File: src/rtl/spi_reg_ctrl.sv
// -----------------------------------------------------------------------------
// spi_reg_ctrl
//
// Register-access controller that sits behind an SPI slave byte interface.
// A frame is delimited by chip-select. The first byte of a frame is a command
// (bit7 = read/not-write, low bits = start address). It is followed by
// auto-incrementing burst writes or reads on a single-port register bus.
// Reads are prefetched so the next byte to shift out is already on tx_byte.
//
// Ports:
//   clk        system clock
//   rst        synchronous reset, active-high
//   cs         raw SPI chip-select (active-low, asynchronous to clk)
//   rx_byte    received byte, qualified by rx_valid
//   rx_valid   one-clk pulse per completed received byte
//   tx_byte    byte the SPI slave shifts out next
//   reg_addr   register bus address
//   reg_wr_en  one-clk write strobe
//   reg_wdata  write data
//   reg_rd_en  one-clk read strobe
//   reg_rdata  read data, valid the clk after reg_rd_en
//   busy       frame open (synchronised cs low)
//   ovr_err    sticky overrun flag, cleared at frame start
// -----------------------------------------------------------------------------
module spi_reg_ctrl #(
  parameter int         ADDR_W      = 7,
  parameter logic [7:0] STATUS_BYTE = 8'h5A
) (
  input  logic              clk,
  input  logic              rst,
  input  logic              cs,
  input  logic [7:0]        rx_byte,
  input  logic              rx_valid,
  output logic [7:0]        tx_byte,
  output logic [ADDR_W-1:0] reg_addr,
  output logic              reg_wr_en,
  output logic [7:0]        reg_wdata,
  output logic              reg_rd_en,
  input  logic [7:0]        reg_rdata,
  output logic              busy,
  output logic              ovr_err
);

  localparam logic [2:0] IDLE   = 3'd0;
  localparam logic [2:0] CMD    = 3'd1;
  localparam logic [2:0] WR     = 3'd2;
  localparam logic [2:0] RD_REQ = 3'd3;
  localparam logic [2:0] RD_CAP = 3'd4;
  localparam logic [2:0] RD     = 3'd5;

  // cs synchroniser (meta, sync) plus previous synchronised value for edges
  logic cs_meta_q, cs_sync_q, cs_prev_q;
  logic cs_fall, cs_rise;

  logic [2:0]        state_q,    state_d;
  logic [ADDR_W-1:0] addr_q,     addr_d;
  logic [7:0]        tx_q,       tx_d;
  logic [ADDR_W-1:0] reg_addr_q, reg_addr_d;
  logic              wr_en_q,    wr_en_d;
  logic [7:0]        wdata_q,    wdata_d;
  logic              rd_en_q,    rd_en_d;
  logic              busy_q,     busy_d;
  logic              ovr_q,      ovr_d;

  assign cs_fall = cs_prev_q & ~cs_sync_q;
  assign cs_rise = ~cs_prev_q & cs_sync_q;

  always_comb begin
    state_d    = state_q;
    addr_d     = addr_q;
    tx_d       = tx_q;
    reg_addr_d = reg_addr_q;
    wr_en_d    = 1'b0;
    wdata_d    = wdata_q;
    rd_en_d    = 1'b0;
    busy_d     = busy_q;
    ovr_d      = ovr_q;

    case (state_q)
      IDLE: begin
        if (cs_fall) begin
          state_d = CMD;
          busy_d  = 1'b1;
          tx_d    = STATUS_BYTE;
          ovr_d   = 1'b0;
        end
      end
      CMD: begin
        if (rx_valid) begin
          addr_d = rx_byte[ADDR_W-1:0];
          if (rx_byte[7]) begin
            // Issue the first read straight from the command byte so the
            // strobe lands one clk after rx_valid.
            state_d    = RD_REQ;
            rd_en_d    = 1'b1;
            reg_addr_d = rx_byte[ADDR_W-1:0];
          end else begin
            state_d = WR;
          end
        end
      end
      WR: begin
        if (rx_valid) begin
          wr_en_d    = 1'b1;
          reg_addr_d = addr_q;
          wdata_d    = rx_byte;
          addr_d     = addr_q + 1'b1;
        end
      end
      RD_REQ: begin
        state_d = RD_CAP;
        if (rx_valid) ovr_d = 1'b1;
      end
      RD_CAP: begin
        tx_d    = reg_rdata;
        addr_d  = addr_q + 1'b1;
        state_d = RD;
        if (rx_valid) ovr_d = 1'b1;
      end
      RD: begin
        // Received byte during a read burst is a dummy; only its timing matters.
        if (rx_valid) begin
          state_d    = RD_REQ;
          rd_en_d    = 1'b1;
          reg_addr_d = addr_q;
        end
      end
      default: state_d = IDLE;
    endcase

    // Frame end overrides everything except a write already accepted in WR,
    // which is allowed to complete. Reads in flight are dropped.
    if (cs_rise) begin
      state_d = IDLE;
      busy_d  = 1'b0;
      rd_en_d = 1'b0;
      tx_d    = tx_q;
      if (state_q != WR) begin
        addr_d     = addr_q;
        reg_addr_d = reg_addr_q;
      end
    end
  end

  always_ff @(posedge clk) begin
    if (rst) begin
      cs_meta_q  <= 1'b1;
      cs_sync_q  <= 1'b1;
      cs_prev_q  <= 1'b1;
      state_q    <= IDLE;
      addr_q     <= '0;
      tx_q       <= STATUS_BYTE;
      reg_addr_q <= '0;
      wr_en_q    <= 1'b0;
      wdata_q    <= 8'h00;
      rd_en_q    <= 1'b0;
      busy_q     <= 1'b0;
      ovr_q      <= 1'b0;
    end else begin
      cs_meta_q  <= cs;
      cs_sync_q  <= cs_meta_q;
      cs_prev_q  <= cs_sync_q;
      state_q    <= state_d;
      addr_q     <= addr_d;
      tx_q       <= tx_d;
      reg_addr_q <= reg_addr_d;
      wr_en_q    <= wr_en_d;
      wdata_q    <= wdata_d;
      rd_en_q    <= rd_en_d;
      busy_q     <= busy_d;
      ovr_q      <= ovr_d;
    end
  end

  assign tx_byte   = tx_q;
  assign reg_addr  = reg_addr_q;
  assign reg_wr_en = wr_en_q;
  assign reg_wdata = wdata_q;
  assign reg_rd_en = rd_en_q;
  assign busy      = busy_q;
  assign ovr_err   = ovr_q;

endmodule

File: config.mk
export PLATFORM = sky130hd
export DESIGN_NAME = spi_reg_ctrl
export DESIGN_NICKNAME = d
export VERILOG_FILES = /design/src/rtl/spi_reg_ctrl.sv
export SDC_FILE = /design/constraint.sdc
export NUM_CORES = 1
export LEC_CHECK = 0
export BUFFER_PORTS_ARGS = -buffer_cell sky130_fd_sc_hd__buf_2
export CORE_MARGIN = 5
export CORE_UTILIZATION = 55
export CTS_CLUSTER_DIAMETER = 60
export CTS_CLUSTER_SIZE = 25
export DETAILED_ROUTE_END_ITERATION = 7
export PLACE_DENSITY = 0.93
export SKIP_LAST_GASP = 1
export SYNTH_ARGS = -nofsm -noshare
export SYNTH_HDL_FRONTEND = slang
export SYNTH_SLANG_ARGS = --single-unit
export TNS_END_PERCENT = 100
File: constraint.sdc
create_clock -name clk -period 3.1 [get_ports clk]
set_input_delay 0.155 -clock clk [delete_from_list [all_inputs] [get_ports clk]]
set_output_delay 0.155 -clock clk [all_outputs]
set_load 0.01 [all_outputs]
Word-level counts from Yosys, hierarchy flattened
Cells that the tools add are included.
Widths: inputs -> output; s select.
Word-level totals
  register bits after elaboration: 40
  logic and storage cells: 67
  output and inout bits: 27
Cells by class
  reduce and logical (&&, ||, !) cells: 12
  add/sub/neg operators: 1
  multiplexer cells: 25
  bitwise gates (word level): 6
  equal/unequal tests: 11
Operator list (number)
  $mux 7: 9
  $pmux 7 s3: 1
  $pmux 3 s6: 1
  $pmux 8 s2: 1
  $pmux 7 s2: 1
  $mux 3: 3
  $mux 8: 1
  $ne 2x2->1 const B: 4
  $reduce_or 2->1: 4
  $add 7x1->7 const B: 1
  $eq 3x2->1 const B: 2
  $eq 3x3->1 const B: 2
  $mux 1: 6
  $reduce_and 3->1: 2
  $not 1->1: 4
  $pmux 1 s2: 2
  $reduce_and 2->1: 2
  $reduce_and 4->1: 1
  $reduce_bool 2->1: 2
  $eq 3x1->1 const B: 1
  $logic_not 3->1: 1
  $ne 3x2->1 const B: 1
  $and 1x1->1: 2
  $ne 2x1->1 const B: 1

Longest topological paths before layout
  word-level depth: 5
  mapped depth: 7
  depth with buffers taken out: 6

Worst setup path after synthesis
Ideal clock, no wire load.
  path kind: register to register
  start: register state_q[0]
  end: register addr_q[6]
  path slack: 1.657 ns
  arrival: 1.312 ns
  period minus slack after synthesis: 1.443 ns
  stages on the path, launching flop included: 8
  path buffers: 2
  data required time: 2.969 ns
  cell sequence: dfxtp_1 > buf_4 > and2b_4 > a21oi_1 > o31a_1 > buf_6 > a21oi_1 > o32ai_2
On the way
  word-level cells in the longest chain between the ends: 4
  elaborated cells on any way between the ends: 8
RTL lines
  start: declaration: RTL line 55  | logic [2:0] state_q, state_d;
  start signal: assignment: RTL line 163  | state_q <= state_d;
  $eq 3x3->1, or another cell as far along: RTL line 79  | case (state_q)
  $pmux 7 s3: RTL line 79
  $mux 7: RTL line 138  | if (state_q != WR) begin
  $mux 7: RTL line 133  | if (cs_rise) begin
  end signal: assignment: RTL line 164  | addr_q <= addr_d;
  end: declaration: RTL line 56  | logic [ADDR_W-1:0] addr_q, addr_d;
Parallel ways exist; a longest one is shown, timed or not. The select of a mux whose other input is x is not followed.
A chain may end at the register's enable or synchronous reset.

Worst setup path after layout
  start: register state_q[2]
  end: register addr_q[1]
Same word-level chain as after synthesis.

==> impl_metrics.toml <==
[outcome]
status = "completed"

[synthesis]
synth_area_um2 = 1870
async_flop_share = 0
synth_top_cell_area_share = 0.428
ys_types = 41
yosysWarnings = 0
syn_inst = 230
synth_nets = 251
yosys-top-cells-area = "dfxtp_1 43%, a21oi_1 8.0%, nand2_1 6.6%, nand2b_1 6.0%, nor2_1 4.4%"
ys_seq_area_frac = 0.428
post_synth.cell_area_avg_um2 = 8.14
synth_top_flop_cell = "dfxtp_1"
ys_top_cells_by_count = "40 x dfxtp_1, 33 x nand2_1, 30 x a21oi_1"
yosys.cell_count.top_type = "dfxtp_1"
ys_ff_latch = 40
post-synth-top-area-cell = "dfxtp_1"
synth_edf_count = 0

[critical_path]
cp_max_fo = 25
worstSetupPathType = "reg -> reg"
worstPathArrival_ns = 2.28
cp-start-kind = "flip-flop"
crit_required_ns = 3.32
critPathMaxStageDelay_ns = 0.81
cpMaxStageDelayCell = "dfxtp_1"
crit_chain = "nand2b_1 -> a21oi_2 -> mux2_1 -> mux2i_1 -> nor2_1"
cp-end-kind = "flip-flop"

[job]
max-cap-violations = 0

[detailed_routing]
drcViolationCount = 0
route.vias.total = 1786
ant_nets = 0
drt_iter0_markers = 222
wirelength_mm = 4.42
via_per_inst = 5.60
wl_per_cell_um = 13.9
detailedRoute.firstPassIterationCount = 4

[timing]
fin_crit_ns = 2.06
skew_ns = 0.0127
maxSlewViolCount = 0
fin_crit_sh = 0.663
rsz0062_at_grt = "false"
finalSetupViolCount = 0
hold_viol = 0
max_freq_ghz = 0.487
max_slew_margin = 0.519
tightest_slew_ns = 0.721
fin_setup_tns_ns = 0

[clock_tree]
clk_pin_slew_worst_paths_ns = 0.12
cts_buffer_depth = 2
cts_resized = 0
worstSkewPairLatency_ns = 0.35
cts_buffers = 5
clkSinkCount = 40
cts_setup_buffers = 0
tritoncts = "done"
cts_hold_buf = 1
htreeDepth = 2
cts_root_buf = "clkbuf_4"

[global_routing]
grt_max_degree = 43
grt_pass1_vias = 1538
grt_pass1_wl_mm = 7.26
overflow = 0
antenna_found_initial = 0
track_usage = 0.207

[place]
dpl.cell_count = 310
port_buffers = 46
gp_congestion = 0.861
dp_hpwl_mm = 3.15

[layout]
multi_input_area_um2 = 1000
final_util = 0.658
n_fill_cell = 319
instances_no_fill = 319
layout-drive-gt1-share = 0.234
ff_latch_area_um2 = 801
syn_to_final_growth_pct = 16.2
antenna_cells = 0
fin_nets = 293

[power_and_ir_drop]
seq_power_share = 0.584
power.density_nw_per_um2 = 427
power_leakage_nw = 0.889
pwr-share-comb = 0.109
p_int_w = 0.000679
p_switching_w = 0.000251
netSwitchingFraction = 0.269
vdd_drop_max_uv = 370
clock_power_share = 0.307

[floorplanning]
dieArea_um2 = 4670
die_w_um = 68.4
fp-row-count = 21
ios = 47
core_um2 = 3310
die_y_um = 68.4
start_util = 0.566

[hold_path]
hp-class = "in -> reg"
stage by stage:
step                      power [W]  hold slack, ns  setup WS [ns]  instance area (um^2)
after CTS                  0.000932          0.0261           1.05                  2180
final                      0.000930          0.0285           1.04                  2180
after detailed placement   0.000654           0.343           1.10                  2100
after global placement     0.000650           0.341           1.15                  2100
after floorplan            0.000620           0.259           1.66                  1870
after global routing       0.000978          0.0174          0.893                  2180
worst max-delay path: cells and delay by family (launching register included):
family          cells  cell delay [ns]
flops               1             0.81
mux                 2             0.47
compound gates      1             0.34
simple gates        2             0.29
cells by family (layout without fill, tap and decap cells):
group	Yosys count	count (layout)	share of synthesized area
and+or+nand+nor	101	101	0.267
AOI/OAI and AO/OA	70	70	0.244
DFF	40	40	0.428
buffers and inverters	15	58	0.0381
muxes	3	3	0.0174
adders and majority gates	1	1	0.00668
placed cells by master (no fill, tap or decap), drive strengths merged, types with 2 or more instances in the layout:
cell / instances
o22ai: 5
nand3: 4
inv: 3
nand2: 33
o31a: 2
buf: 46
clkbuf: 6
nand2b: 18
a21o: 3
nor2: 23
a211o: 2
a21boi: 2
clkinvlp: 2
o21ai: 8
or2: 4
and3: 2
o2111ai: 5
o32ai: 4
nor3: 6
a22oi: 4
dfxtp: 40
nor3b: 6
a21oi: 31
nor4: 2
mux2: 2
layout make-up:
class / instances / share of cell area
timing repair buffer: 47 / 0.110
inverter: 3 / 0.00517
sequential: 40 / 0.368
multi-input combinational: 175 / 0.460
clock inverter: 2 / 0.00690
clock buffer: 6 / 0.0236
tap: 46 / 0.0264
power groups by stage:
stage / Sequential [W] / Clock, W / Combinational [W]
floorplan: 0.000549 / 0 / 0.0000716
global placement: 0.000553 / 0 / 0.0000972
detailed placement: 0.000554 / 0 / 0.0000998
CTS: 0.000542 / 0.000288 / 0.000101
global route: 0.000546 / 0.000319 / 0.000113
finish: 0.000543 / 0.000286 / 0.000101
per-layer routing:
layer,vias up,part of all wire,track usage
li1,896,-,-
met1,823,0.45,0.287
met2,62,0.47,0.296
met3,5,0.074,0.0624
met4,0,0.012,0.0868
met5,-,0,0
sequential cells by signal, indices dropped and copies added, names as in the netlist, 3 cells and up:
register	count
reg_wdata	8
tx_byte	8
addr_q	7
reg_addr	7
state_q	3
worst paths after layout:
| path | startpoint | to | slack, ns | depth (start not counted) |
|---|---|---|---|---|
| min | reg_rdata[1] | tx_byte[1] | 0.03 | 3 |
| min reg2reg | cs_meta_q | cs_sync_q | 0.43 | 1 |
| max reg2reg | state_q[2] | addr_q[1] | 1.04 | 5 |
| max | state_q[2] | addr_q[1] | 1.04 | 5 |
Note: power is estimated with default switching activity, not from simulation.
